<file path="src/rtl/diff_link_pkg.sv">
// Shared definitions for the differential test link receive path.
//   rx_state_e    : word-alignment state (SEARCH, CONFIRM, LOCKED)
//   DEFAULT_COMMA : alignment pattern, MSB received first
//   ERR_CNT_W     : width of the saturating code-error counter
package diff_link_pkg;

  typedef enum logic [1:0] {
    SEARCH  = 2'd0,
    CONFIRM = 2'd1,
    LOCKED  = 2'd2
  } rx_state_e;

  localparam logic [9:0] DEFAULT_COMMA = 10'b0011111010;
  localparam int         ERR_CNT_W     = 16;

endpackage

</file>
<file path="src/rtl/diff_bit_sampler.sv">
// Input flops for the differential pair.
// Ports:
//   clock    : sampling clock, posedge
//   reset    : synchronous, active-high
//   in_p_i   : positive leg
//   in_n_i   : negative leg
//   bit_o    : registered data bit (taken from the positive leg)
//   cerr_o   : registered code error, high when the two legs agree
module diff_bit_sampler (
  input  logic clock,
  input  logic reset,
  input  logic in_p_i,
  input  logic in_n_i,
  output logic bit_o,
  output logic cerr_o
);

  logic bit_q, bit_d;
  logic cerr_q, cerr_d;

  assign bit_d  = in_p_i;
  assign cerr_d = (in_p_i == in_n_i);

  always_ff @(posedge clock) begin
    if (reset) begin
      bit_q  <= 1'b0;
      cerr_q <= 1'b0;
    end else begin
      bit_q  <= bit_d;
      cerr_q <= cerr_d;
    end
  end

  assign bit_o  = bit_q;
  assign cerr_o = cerr_q;

endmodule

</file>
<file path="src/rtl/differential_deserializer.sv">
// Receive side of the differential test link. Samples the pair once per
// clock, deserializes into WIDTH-bit words, aligns word boundaries to COMMA,
// and emits words while locked. Code errors (both legs equal) are counted in
// every state.
// Ports:
//   clock, reset : clock (posedge) and synchronous active-high reset
//   in_p, in_n   : differential serial pair
//   clear_error  : clears error_flag and err_count
//   out_data     : last emitted word, MSB = earliest bit, held between pulses
//   out_valid    : one-cycle pulse per emitted word
//   out_comma    : emitted word equals COMMA with no code error
//   locked       : high while in LOCKED
//   error_flag   : sticky code-error indication
//   err_count    : saturating code-error bit count
module differential_deserializer
  import diff_link_pkg::*;
#(
  parameter int               WIDTH       = 10,
  parameter logic [WIDTH-1:0] COMMA       = WIDTH'(DEFAULT_COMMA),
  parameter int               LOCK_COMMAS = 3,
  parameter int               ERR_LIMIT   = 4
) (
  input  logic                 clock,
  input  logic                 reset,
  input  logic                 in_p,
  input  logic                 in_n,
  input  logic                 clear_error,
  output logic [WIDTH-1:0]     out_data,
  output logic                 out_valid,
  output logic                 out_comma,
  output logic                 locked,
  output logic                 error_flag,
  output logic [ERR_CNT_W-1:0] err_count
);

  localparam int             CNT_W    = $clog2(WIDTH);
  localparam logic [CNT_W-1:0] LAST_BIT = CNT_W'(WIDTH - 1);
  localparam logic [3:0]     LOCK_N   = 4'(LOCK_COMMAS);
  localparam logic [3:0]     ERR_N    = 4'(ERR_LIMIT);

  function automatic logic [ERR_CNT_W-1:0] sat_inc(input logic [ERR_CNT_W-1:0] v);
    return (v == {ERR_CNT_W{1'b1}}) ? v : v + 1'b1;
  endfunction

  // ---- sample stage ----
  logic bit_s, cerr_s;

  diff_bit_sampler u_sampler (
    .clock  (clock),
    .reset  (reset),
    .in_p_i (in_p),
    .in_n_i (in_n),
    .bit_o  (bit_s),
    .cerr_o (cerr_s)
  );

  // ---- shift / alignment stage ----
  logic [WIDTH-1:0] sr_q, sr_d;
  logic [WIDTH-1:0] esr_q, esr_d;
  logic [CNT_W-1:0] bit_cnt_q, bit_cnt_d;
  logic [3:0]       hits_q, hits_d;
  logic [3:0]       errw_q, errw_d;
  rx_state_e        state_q, state_d;
  logic             word_rdy_q, word_rdy_d;
  logic             comma_hit, word_comma, wrap;

  // ---- output stage ----
  logic [WIDTH-1:0]     out_data_q, out_data_d;
  logic                 out_valid_q, out_valid_d;
  logic                 out_comma_q, out_comma_d;
  logic                 locked_q, locked_d;
  logic                 error_flag_q, error_flag_d;
  logic [ERR_CNT_W-1:0] err_count_q, err_count_d;

  assign sr_d  = {sr_q[WIDTH-2:0], bit_s};
  assign esr_d = {esr_q[WIDTH-2:0], cerr_s};
  assign wrap  = (bit_cnt_q == LAST_BIT);

  // Alignment decisions look at the word as it will be after this shift.
  assign comma_hit  = (sr_d == COMMA) && (esr_d == '0);
  // Emission happens one cycle after the wrap, when sr_q holds the word.
  assign word_comma = (sr_q == COMMA) && (esr_q == '0);

  always_comb begin
    state_d     = state_q;
    bit_cnt_d   = wrap ? '0 : bit_cnt_q + 1'b1;
    hits_d      = hits_q;
    errw_d      = errw_q;
    // Flag the word only when it completes inside LOCKED, so the comma that
    // finishes confirmation is never emitted.
    word_rdy_d  = (state_q == LOCKED) && wrap;
    out_data_d  = out_data_q;
    out_valid_d = 1'b0;
    out_comma_d = out_comma_q;

    case (state_q)
      SEARCH: begin
        if (comma_hit) begin
          state_d   = CONFIRM;
          bit_cnt_d = '0;
          hits_d    = 4'd1;
        end
      end
      CONFIRM: begin
        if (wrap) begin
          if (comma_hit) begin
            if (hits_q + 4'd1 == LOCK_N) begin
              state_d = LOCKED;
              hits_d  = 4'd0;
            end else begin
              hits_d  = hits_q + 4'd1;
            end
          end else begin
            state_d = SEARCH;
            hits_d  = 4'd0;
          end
        end
      end
      LOCKED: begin
        if (word_rdy_q) begin
          out_data_d  = sr_q;
          out_valid_d = 1'b1;
          out_comma_d = word_comma;
          if (esr_q != '0) begin
            if (errw_q + 4'd1 == ERR_N) begin
              state_d = SEARCH;
              errw_d  = 4'd0;
            end else begin
              errw_d  = errw_q + 4'd1;
            end
          end else begin
            errw_d = 4'd0;
          end
        end
      end
      default: begin
        state_d = SEARCH;
        hits_d  = 4'd0;
        errw_d  = 4'd0;
      end
    endcase

    locked_d = (state_d == LOCKED);

    // A clear coincident with a fresh error leaves exactly that one error.
    if (clear_error) begin
      error_flag_d = cerr_s;
      err_count_d  = ERR_CNT_W'(cerr_s);
    end else if (cerr_s) begin
      error_flag_d = 1'b1;
      err_count_d  = sat_inc(err_count_q);
    end else begin
      error_flag_d = error_flag_q;
      err_count_d  = err_count_q;
    end
  end

  always_ff @(posedge clock) begin
    if (reset) begin
      sr_q         <= '0;
      esr_q        <= '0;
      bit_cnt_q    <= '0;
      hits_q       <= 4'd0;
      errw_q       <= 4'd0;
      state_q      <= SEARCH;
      word_rdy_q   <= 1'b0;
      out_data_q   <= '0;
      out_valid_q  <= 1'b0;
      out_comma_q  <= 1'b0;
      locked_q     <= 1'b0;
      error_flag_q <= 1'b0;
      err_count_q  <= '0;
    end else begin
      sr_q         <= sr_d;
      esr_q        <= esr_d;
      bit_cnt_q    <= bit_cnt_d;
      hits_q       <= hits_d;
      errw_q       <= errw_d;
      state_q      <= state_d;
      word_rdy_q   <= word_rdy_d;
      out_data_q   <= out_data_d;
      out_valid_q  <= out_valid_d;
      out_comma_q  <= out_comma_d;
      locked_q     <= locked_d;
      error_flag_q <= error_flag_d;
      err_count_q  <= err_count_d;
    end
  end

  assign out_data   = out_data_q;
  assign out_valid  = out_valid_q;
  assign out_comma  = out_comma_q;
  assign locked     = locked_q;
  assign error_flag = error_flag_q;
  assign err_count  = err_count_q;

endmodule

</file>
<file path="config.mk">
export PLATFORM = sky130hd
export DESIGN_NAME = differential_deserializer
export DESIGN_NICKNAME = d
export VERILOG_FILES = /design/src/rtl/diff_link_pkg.sv /design/src/rtl/diff_bit_sampler.sv /design/src/rtl/differential_deserializer.sv
export SDC_FILE = /design/constraint.sdc
export NUM_CORES = 1
export LEC_CHECK = 0
export BUFFER_PORTS_ARGS = -buffer_cell sky130_fd_sc_hd__buf_2
export CORE_MARGIN = 2
export CORE_UTILIZATION = 49
export CTS_CLUSTER_DIAMETER = 150
export DETAILED_ROUTE_END_ITERATION = 8
export PLACE_DENSITY = 0.69
export RECOVER_POWER = 50
export SETUP_SLACK_MARGIN = 0.15
export SLEW_MARGIN = 20
export SYNTH_ARGS = -nofsm -noshare
export SYNTH_HDL_FRONTEND = slang
export SYNTH_SLANG_ARGS = --single-unit
</file>
<file path="constraint.sdc">
create_clock -name clock -period 3.1 [get_ports clock]
set_input_delay 0.465 -clock clock [delete_from_list [all_inputs] [get_ports clock]]
set_output_delay 0.465 -clock clock [all_outputs]
set_load 0.005 [all_outputs]
</file>
# After elaboration in Yosys (flattened, before gate mapping)
# Cells that the tools add are included.
[word_totals]
inputBits = 5
ff_bits = 67
[classes]
n_eq_ne = 14
reduce_logical = 16
n_mux = 26
n_addsub = 4
bitwise_logic = 3
[ops]
columns = ["op", "count"]
rows = [
  ["$mux 4", 10],
  ["$eq 10x8->1 const B", 2],
  ["$logic_not 10->1", 2],
  ["$add 16x1->16 const B", 1],
  ["$eq 16x16->1 const B", 1],
  ["$mux 2", 7],
  ["$add 4x1->4 const B", 3],
  ["$pmux 4 s3", 1],
  ["$reduce_bool 10->1", 1],
  ["$ne 2x2->1 const B", 4],
  ["$pmux 4 s2", 1],
  ["$reduce_and 2->1", 4],
  ["$mux 1", 6],
  ["$pmux 2 s3", 1],
  ["$reduce_or 2->1", 3],
  ["$eq 2x2->1 const B", 2],
  ["$eq 4x2->1 const B", 1],
  ["$eq 4x3->1 const B", 1],
  ["$eq 4x4->1 const B", 1],
  ["$logic_and 1x1->1", 3],
  ["$not 1->1", 3],
  ["$reduce_and 3->1", 1],
  ["$eq 2x1->1 const B", 1],
  ["$logic_not 2->1", 1],
  ["2 further kinds", 2],
]

# Logic depth before layout (Yosys ltp)
# Gate-level depths: netlist of the first run.
[logic_depth]
ltp_word = 7
ltp_mapped = 7

# Modules after synthesis
# Synthesis of the first run repeated with hierarchy kept, for this count alone.
[hier_totals]
hier_cells = 309
hier_area_um2 = 2750.1
[modules_own_cells]
columns = ["module", "instances", "cells_each", "area_each_um2", "seq_area_each_um2"]
rows = [
  ["differential_deserializer", 1, 304, 2691.3, 1301.2],
  ["diff_bit_sampler", 1, 5, 58.8, 40.0],
]

# Least setup slack after synthesis of the first run
# OpenSTA, ideal clock, no wires.
[synth_timing]
path_type = "register to register"
startpoint = "reg err_count_q[0] (netlist: err_count[0])"
endpoint = "reg err_count_q[0] (netlist: err_count[0])"
stages_incl_launch_ff = 8
path_slack_ns = 1.229
t_required_ns = 2.968
period_less_slack_ns = 1.871
setup_time_ns = 0.132
arrival_ns = 1.739
path_cell_list = "dfxtp_1 -> ha_1 -> nand4_2 -> or4_4 -> buf_6 -> nor2b_1 -> o21ai_1 -> a21oi_1"
[synth_between]
elab_chain_cells = 4
elab_cells_between_ends = 7
classes_between = "1 x add/sub; 2 x eq/ne; 3 x mux; 1 x reduce/logical"
[synth_lines]
columns = ["element", "line", "source"]
rows = [
  ["start: declaration", "differential_deserializer.sv:73", "logic [ERR_CNT_W-1:0] err_count_q, err_count_d;"],
  ["start signal: assignment", "differential_deserializer.sv:186", "err_count_q <= err_count_d;"],
  ["$add 16x1->16", "differential_deserializer.sv:42", "return (v == {ERR_CNT_W{1'b1}}) ? v : v + 1'b1;"],
  ["$mux 1", "differential_deserializer.sv:42", ""],
  ["$mux 1", "differential_deserializer.sv:149", "end else if (cerr_s) begin"],
  ["$mux 1", "differential_deserializer.sv:146", "if (clear_error) begin"],
]
# Parallel ways exist; a longest one is shown, timed or not. The select of a mux whose other input is x is not followed.
# A chain may end at the register's enable or synchronous reset.

# Worst setup path in the final report of the first run
[layout_timing]
startpoint = "in reset"
endpoint = "reg sr_q[7]"
[layout_lines]
columns = ["element", "line", "source"]
rows = [
  ["start: declaration", "differential_deserializer.sv:24", "input logic reset,"],
  ["end signal: assignment", "differential_deserializer.sv:174", "sr_q <= sr_d;"],
  ["end: declaration", "differential_deserializer.sv:58", "logic [WIDTH-1:0] sr_q, sr_d;"],
]
# No word-level cell between the ends.

==> results_dict.tcl, run 1 <==
set metrics [dict create \
    rr_startpoint "err_count[0]" \
    async_flop_share 0 \
    fillers 499 \
    yosysUniqueCellTypes 45 \
    slew-limit-headroom 0.2526 \
    fp.dieH_um 78.80 \
    gp_congestion 0.8101 \
    dieArea_um2 6209 \
    cts_setup_buffers 0 \
    syn-cell-area_um2 2741 \
    vias_per_cell 5.192 \
    cts_tree "done" \
    grt_overflow 0 \
    critical_path_class "in2reg" \
    status "finished clean" \
    antenna_found_initial 0 \
    crit_chain "clkbuf_1 > clkbuf_1 > nor2b_1" \
    cp_data_required_time_ns 3.28 \
    fin_cells 417 \
    cpLargestDelayFamily "buffers and inverters" \
    p_comb_frac 0.026 \
    grt_start_max_net_pins 27 \
    worstMarginPinSlew_ns 1.121 \
    grt.total_usage 0.1702 \
    cap_violations 0 \
    period_needed_ns 2.026 \
    ys_warn_count 0 \
    synth_seq_area_share 0.4893 \
    wl_met2_mm 2.101 \
    rsz0062_at_grt "no" \
    cts_sinks 67 \
    vdd_drop_max_v 0.0003001 \
    power_density_nw_per_um2 512.3 \
    wl_per_cell_um 11.75 \
    clock-root-buffer "clkbuf_8" \
    hold_ws_ns 0.3731 \
    ant_nets 0 \
    vias 2165 \
    yosys.cell_count.top_type "dfxtp_1" \
    fin_tns_setup_ns 0 \
    cp_num_cells 3 \
    cts_resized 0 \
    critPathMaxStageDelay_ns 0.81 \
    pre_cts_ws_ns 1.153 \
    yosys-top-cells-count "dfxtp_1 (67), nand2_1 (38), nor2_1 (26)" \
    synthFlopType "dfxtp_1" \
    grt_pass1_vias 1841 \
    swShare 0.2149 \
    setup_slack_ns 1.074 \
    timing.final.hold_violations 0 \
    p_int_mw 1.252 \
    p_switching_mw 0.3429 \
    postSynthCellCount 309 \
    drc_errors 0 \
    cp-end-kind "flip-flop" \
    hpwl_mm 3.318 \
    num_antenna_cells 0 \
    crit_path_frequent_cell "clkbuf_1" \
    row_count 27 \
    worstReg2RegEnd "err_count[0]" \
    port_buffers 34 \
    numCtsBuffers 9 \
    ys_ff_latch 67 \
    pwr-share-clk 0.420 \
    clock_tree.buffer_depth 2 \
    dpl_cell_area_um2 2950 \
    fmax_mhz 493.6 \
    clk_latency_ns 0.33 \
    grt_pass1_wl_mm 8.314 \
    htreeDepth 3 \
    reg2reg_setup_slack_ns 1.09 \
    die_x_um 78.80 \
    drive_gt1_frac 0.1478 \
    dr.pass1.iters 4 \
    reg2regPathDepth 6 \
    cp_num_buf_inv 2 \
    cp_slowest_cell "clkbuf_1" \
    first_iter_violations 97 \
    final_area_um2 3114 \
    ios 35 \
    synth_largest_area_cell "dfxtp_1" \
    worst_clock_skew_ns 0.006634 \
    drt-met1-wl_mm 2.512 \
    ctsHoldBuffers 0 \
    p_leak_nw 1.170 \
    cp.arrival_ns 2.21 \
    min_path_type "in2reg" \
    power_mw 1.595 \
    slew_viol_final 0 \
    syn_to_final_growth_pct 13.60 \
    placedCellCount 402 \
    initial_core_util 0.5040 \
    wl_met3_um 177 \
    final_core_util 0.5726 \
    path_clk_slew_ns 0.07 \
    synth_area_leaders "dfxtp_1 (49%), nor2b_1 (5.5%), nand2_1 (5.2%)" \
    p_seq_frac 0.553 \
    endpoint "sr_q[7]" \
    core_um2 5439 \
    top_layer "met4" \
    finalCritPeriodShare 0.6535 \
    wl_mm 4.899 \
    synth_edf_count 0 \
    final_nets 350 \
    cp_max_fo 26 \
    setup_viol 0 \
    syn_avg_cell_area_um2 8.872 \
    cp-startpoint "reset" \
    synth.top_cell.area_share 0.4893 \
    crit_path_start_kind "input port" \
    synthesis.nets 318 \
]
## area by class of cell
type / count / area, um2 / share of cell area
clock buffer: 12 / 135.1 / 0.04339
clock inverter: 3 / 40.04 / 0.01286
inverter: 6 / 22.52 / 0.007232
multi-input combinational: 221 / 1311 / 0.4211
sequential: 67 / 1341 / 0.4307
tap: 72 / 90.09 / 0.02893
timing repair buffer: 36 / 173.9 / 0.05585
## metal layers
layer  GRT usage  vias up
met5           0        -
met1      0.2284      979
li1            -     1142
met3     0.03750        9
met2      0.2513       35
met4      0.1000        0
## worst min path at each step
stage	from	endpoint	slack, ns	depth (start not counted)
final	in_p	u_sampler.bit_o	0.37	2
after global routing	in_p	u_sampler.bit_o	0.37	2
after CTS	in_p	u_sampler.bit_o	0.36	2
after detailed placement	out_data[8]	out_data[8]	0.44	2
after global placement	out_data[9]	out_data[9]	0.44	2
after floorplan	sr_q[9]	out_data[9]	0.43	2
## sequential cells by signal (all words and copies together) (netlist names), 2 cells and up
signal / count
hits_q: 4
err_count: 16
sr_q: 10
bit_cnt_q: 4
errw_q: 4
state_q: 2
esr_q: 10
out_data: 10
## cell families (layout without fill, tap and decap cells)
| family | count (synthesis) | after routing | synth area share |
|---|---|---|---|
| buf+inv | 21 | 57 | 0.03240 |
| compound gates | 41 | 41 | 0.08946 |
| simple gates | 161 | 161 | 0.3218 |
| mux | 2 | 2 | 0.007303 |
| xor+xnor | 13 | 13 | 0.04153 |
| flops | 67 | 67 | 0.4893 |
| fa+ha+maj | 4 | 4 | 0.01826 |
## layout by cell type, fill, tap and decap left out, types with 3 or more instances in the layout
cell / Yosys / routed
clkbuf_8: 0 / 9
o21ai_0: 5 / 5
nand2_1: 38 / 38
xor2_1: 6 / 6
a21oi_1: 18 / 18
inv_1: 6 / 6
nor2b_1: 24 / 24
nor3b_1: 4 / 4
and3_1: 5 / 5
nand4_1: 6 / 6
buf_2: 2 / 28
ha_1: 4 / 4
nand3_1: 19 / 19
nand3b_1: 3 / 3
nor2_1: 26 / 26
nor3_1: 9 / 9
xnor2_1: 7 / 7
clkbuf_1: 12 / 10
nor4_1: 5 / 5
nor4b_1: 3 / 3
or2_2: 3 / 3
a22oi_1: 3 / 3
a31oi_1: 5 / 5
dfxtp_1: 67 / 67
## power by group through the flow
stage	combinational [mW]	sequential (mW)	clock (mW)
finish	0.0420	0.883	0.671
CTS	0.0433	0.883	0.688
global placement	0.0427	0.902	0
global route	0.0479	0.884	0.718
floorplan	0.0332	0.897	0
detailed placement	0.0433	0.902	0
## worst reg2reg max path, cell delays in order (launching register included)
cell	delay, ns
dfxtp_1	0.41
ha_1	0.23
nand4_2	0.18
or4_4	0.66
nor2b_1	0.17
o21ai_1	0.12
a21oi_1	0.08
No activity file was read; power rests on OpenSTA's default activity.
==> run 2, diff against run 1 <==
clock period = 2.1 ns   (was 3.1 ns; I/O delays follow)
==> run 2 against run 1 <==
Sequential share of layout area shrank 1.1 points. Hold slack got worse by 0.15 ns. Sequential power up 47%. Register-to-register slack lost 0.89 ns. Critical path depth is 3 higher. Cell area rose by 2.6%.
==> results_dict.tcl, run 2 (synthesis results as in run 1) <==
set metrics [dict create \
    cp.arrival_ns 2.08 \
    critPathMaxStageDelay_ns 0.60 \
    hpwl_mm 3.519 \
    worstMarginPinSlew_ns 0.7091 \
    path_clk_slew_ns 0.07 \
    period_needed_ns 1.896 \
    cpLargestDelayFamily "simple AND/OR/NAND/NOR gates" \
    first_iter_violations 47 \
    drive_gt1_frac 0.1643 \
    cp_slowest_cell "or4_4" \
    row_count 27 \
    grt.total_usage 0.1790 \
    multi_input_area_um2 1311 \
    clk_latency_ns 0.33 \
    placedCellCount 409 \
    cap_violations 0 \
    slew_viol_final 0 \
    clock_tree.buffer_depth 2 \
    cp_max_fo 12 \
    regArea_um2 1341 \
    fmax_mhz 527.5 \
    largest_reg_flops 16 \
    wl_per_cell_um 11.88 \
    cts_sinks 67 \
    power_density_nw_per_um2 778.4 \
    critical_path_class "reg2reg" \
    rsz0062_at_grt "yes" \
    gp_congestion 0.8105 \
    timing.final.hold_violations 0 \
    fillers 515 \
    num_antenna_cells 0 \
    worst_clock_skew_ns 0.009147 \
    fp.dieH_um 78.80 \
    ctsHoldBuffers 0 \
    die_x_um 78.80 \
    cp-end-kind "flip-flop" \
    power_mw 2.487 \
    fin_cells 425 \
    wl_mm 5.047 \
    antenna_found_initial 0 \
    setup_viol 0 \
    cts_setup_buffers 0 \
    status "finished clean" \
    final_common_cell "dfxtp_1" \
    finalCritPeriodShare 0.9028 \
    vdd_drop_max_v 0.0003796 \
    final_nets 357 \
    grt_start_max_net_pins 36 \
    fin_tns_setup_ns 0 \
    grt_overflow 0 \
    cp_num_buf_inv 0 \
    min_path_type "in2reg" \
    cp_data_required_time_ns 2.28 \
    drc_errors 0 \
    dieArea_um2 6209 \
    ant_nets 0 \
    port_buffers 34 \
    vias_per_cell 5.167 \
    syn_to_final_growth_pct 16.57 \
    p_leak_nw 1.208 \
    numCtsBuffers 9 \
    clock-root-buffer "clkbuf_8" \
    core_um2 5439 \
    initial_core_util 0.5040 \
    grt_pass1_vias 2040 \
    dr.pass1.iters 5 \
    grt_pass1_wl_mm 8.914 \
    slew-limit-headroom 0.5273 \
    cts_tree "done" \
    crit_chain "ha_1 > nand4_2 > or4_4 > nor2b_1 > o21ai_1 > a21oi_1" \
    final_cell_mix "dfxtp_1 (67), nand2_1 (38), nor2_1 (26), buf_2 (26), nor2b_1 (24)" \
    crit_path_start_kind "flip-flop" \
    vias 2196 \
    ios 35 \
    htreeDepth 3 \
]
-- run 2: cell count changes in the layout (fill, tap and decap cells not counted), sizes merged --
cell	previous run	this run
clkinvlp	0	1
buf	29	33
bufinv	1	2
clkbuf	19	21
-- run 2: metal layers --
layer | wire length, um | part of all wire | GRT usage | vias up
li1 | - | - | - | 1152
met1 | 2477 | 0.49 | 0.2284 | 996
met2 | 2304 | 0.46 | 0.2880 | 39
met3 | 190 | 0.038 | 0.04773 | 9
met4 | 76 | 0.015 | 0.07193 | 0
met5 | 0 | 0 | 0 | -
-- run 2: layout make-up --
cell class                 count  area share
clock buffer                  11     0.04111
clock inverter                 5     0.02428
inverter                       6    0.007048
multi-input combinational    221      0.4103
sequential                    67      0.4197
tap                           72     0.02819
timing repair buffer          43     0.06930
-- run 2: metrics by stage --
stage	setup slack, ns	area [um2]	util	hold slack (ns)
2_1_floorplan	0.2288	2741	-	0.4323
4_1_cts	0.1611	3212	0.5905	0.2098
3_3_place_gp	0.2437	3003	0.5521	0.4405
6_report	0.2041	3196	0.5875	0.2222
5_1_grt	0.07452	3196	0.5875	0.2331
3_5_place_dp	0.1799	3003	0.5521	0.4448
-- run 2: timing repair --
item,4_1_cts,5_1_grt
gates resized for setup,0,0
setup endpoints to repair,0,11
endpoints found under the hold margin,0,0
-- run 2: final timing paths --
check,slack [ns],cells after the start,start,endpoint
worst max-delay path,0.20,6,err_count[1],err_count[0]
worst max register to register,0.20,6,err_count[1],err_count[0]
worst min-delay path,0.22,2,in_p,u_sampler.bit_o
worst min register to register,0.45,2,out_data[4],out_data[4]
-- run 2: report_power, final --
group          switching [mW]  internal [mW]  leakage [nW]
logic                  0.0440         0.0274         0.563
registers              0.0122           1.29         0.542
clock network           0.453          0.665         0.103
total                   0.510           1.98          1.21
==> run 3, diff against run 2 <==
RECOVER_POWER = unset   (was 50)
==> run 3 against run 2 <==
Sequential power is essentially flat. Final cell count is the same. Worst setup slack gained 0.016 ns. Critical path type unchanged. Sequential cell count is the same. Clock skew is essentially flat. Maximum frequency grew 0.83%. Power grew 0.10%. Non-clock buffer count is the same.
==> results_dict.tcl, run 3 (synthesis results as in run 1) <==
set metrics [dict create \
    slew_viol_final 0 \
    period_needed_ns 1.880 \
    crit_path_start_kind "flip-flop" \
    clock-root-buffer "clkbuf_8" \
    die_x_um 78.80 \
    grt_pass1_vias 2040 \
    initial_core_util 0.5040 \
    cap_violations 0 \
    row_count 27 \
    fin_tns_setup_ns 0 \
    dr.pass1.iters 4 \
    worstMarginPinSlew_ns 0.4565 \
    ant_nets 0 \
    drive_gt1_frac 0.1898 \
    gp_congestion 0.8105 \
    vdd_drop_max_v 0.0003795 \
    timing.final.hold_violations 0 \
    first_iter_violations 47 \
    p_seq_frac 0.521 \
    fillers 513 \
    status "finished clean" \
    drc_errors 0 \
    cts_tree "done" \
    cp_max_fo 12 \
    crit_chain "ha_1 > nand4_2 > or4_4 > nor4b_1 > xnor2_1 > nor2_1" \
    dieArea_um2 6209 \
    core_um2 5439 \
    min_path_type "in2reg" \
    fmax_mhz 531.8 \
    cp_slowest_cell "or4_4" \
    final_common_cell "dfxtp_1" \
    syn_to_final_growth_pct 17.16 \
    critPathMaxStageDelay_ns 0.60 \
    p_switching_mw 0.5109 \
    grt_pass1_wl_mm 8.914 \
    power_density_nw_per_um2 775.3 \
    setup_viol 0 \
    cp_data_required_time_ns 2.31 \
    ios 35 \
    cp-end-kind "flip-flop" \
    final_cell_mix "dfxtp_1 (67), nand2_1 (38), buf_2 (34)" \
    largest_reg_flops 16 \
    critical_path_class "reg2reg" \
    hpwl_mm 3.519 \
    grt.total_usage 0.1790 \
    num_antenna_cells 0 \
    slew-limit-headroom 0.6924 \
    cp.arrival_ns 2.09 \
    p_leak_nw 1.245 \
    pwr-share-clk 0.450 \
    clock_tree.buffer_depth 2 \
    vias_per_cell 5.167 \
    wl_per_cell_um 11.90 \
    wl_mm 5.059 \
    antenna_found_initial 0 \
    swShare 0.2052 \
    grt_start_max_net_pins 36 \
    htreeDepth 3 \
    fp.dieH_um 78.80 \
    clk_latency_ns 0.33 \
    path_clk_slew_ns 0.07 \
    vias 2196 \
    port_buffers 34 \
    grt_overflow 0 \
    p_int_mw 1.979 \
    cts_sinks 67 \
    rsz0062_at_grt "yes" \
    numCtsBuffers 9 \
    hold_ws_ns 0.2218 \
    final_nets 357 \
    worst_clock_skew_ns 0.009557 \
    finalCritPeriodShare 0.8954 \
    p_comb_frac 0.029 \
]
## run 3: path summary, 6_finish.rpt
path	slack (ns)	from	endpoint	cells past startpoint
worst max-delay path	0.22	err_count[1]	err_count[9]	6
worst min-delay path	0.22	in_p	u_sampler.bit_o	2
worst max register to register	0.22	err_count[1]	err_count[9]	6
worst min register to register	0.45	out_data[4]	out_data[4]	2
## run 3: per-layer routing
layer	global-route usage	wire length [um]
met1	0.2284	2493
met2	0.2880	2312
met3	0.04773	176
met4	0.07193	76
met5	0	0
## run 3: power groups by stage
stage	Sequential [mW]	Combinational [mW]	Clock [mW]
2_1_floorplan	1.32	0.0490	0
3_3_place_gp	1.33	0.0730	0
3_5_place_dp	1.33	0.0735	0
4_1_cts	1.30	0.0738	1.15
5_1_grt	1.30	0.0825	1.20
6_report	1.30	0.0730	1.12
## run 3: metrics by stage
stage          setup slack (ns)  instance area (um2)  power, mW  cells    util
6_report                 0.2197                 3212      2.490    425  0.5905
3_5_place_dp             0.1799                 3003      1.400    409  0.5521
5_1_grt                  0.1005                 3212      2.584    425  0.5905
4_1_cts                  0.1611                 3212      2.523    425  0.5905
2_1_floorplan            0.2288                 2741      1.374    309       -
3_3_place_gp             0.2437                 3003      1.399    409  0.5521
## run 3: worst max-delay path: cells and delay by family (launching register included)
family	cells	cell delay, ns
simple gates	4	1.02
fa+ha+maj	1	0.23
xor+xnor	1	0.14
flops	1	0.38
## run 3: timing repair
action                                  CTS  global route
buffers inserted                          0             0
resized for setup                         0             0
hold buffers                              0             0
endpoints found under the setup margin    0            11
## run 3: layout make-up
type | count | area [um2] | area share
flip-flops and latches | 67 | 1341 | 0.4176
multi-input cells | 221 | 1311 | 0.4083
repair buffers | 43 | 237.7 | 0.07402
clock buffers | 11 | 131.4 | 0.04090
well taps | 72 | 90.09 | 0.02805
clock inverters | 5 | 77.57 | 0.02415
inverters | 6 | 22.52 | 0.007012
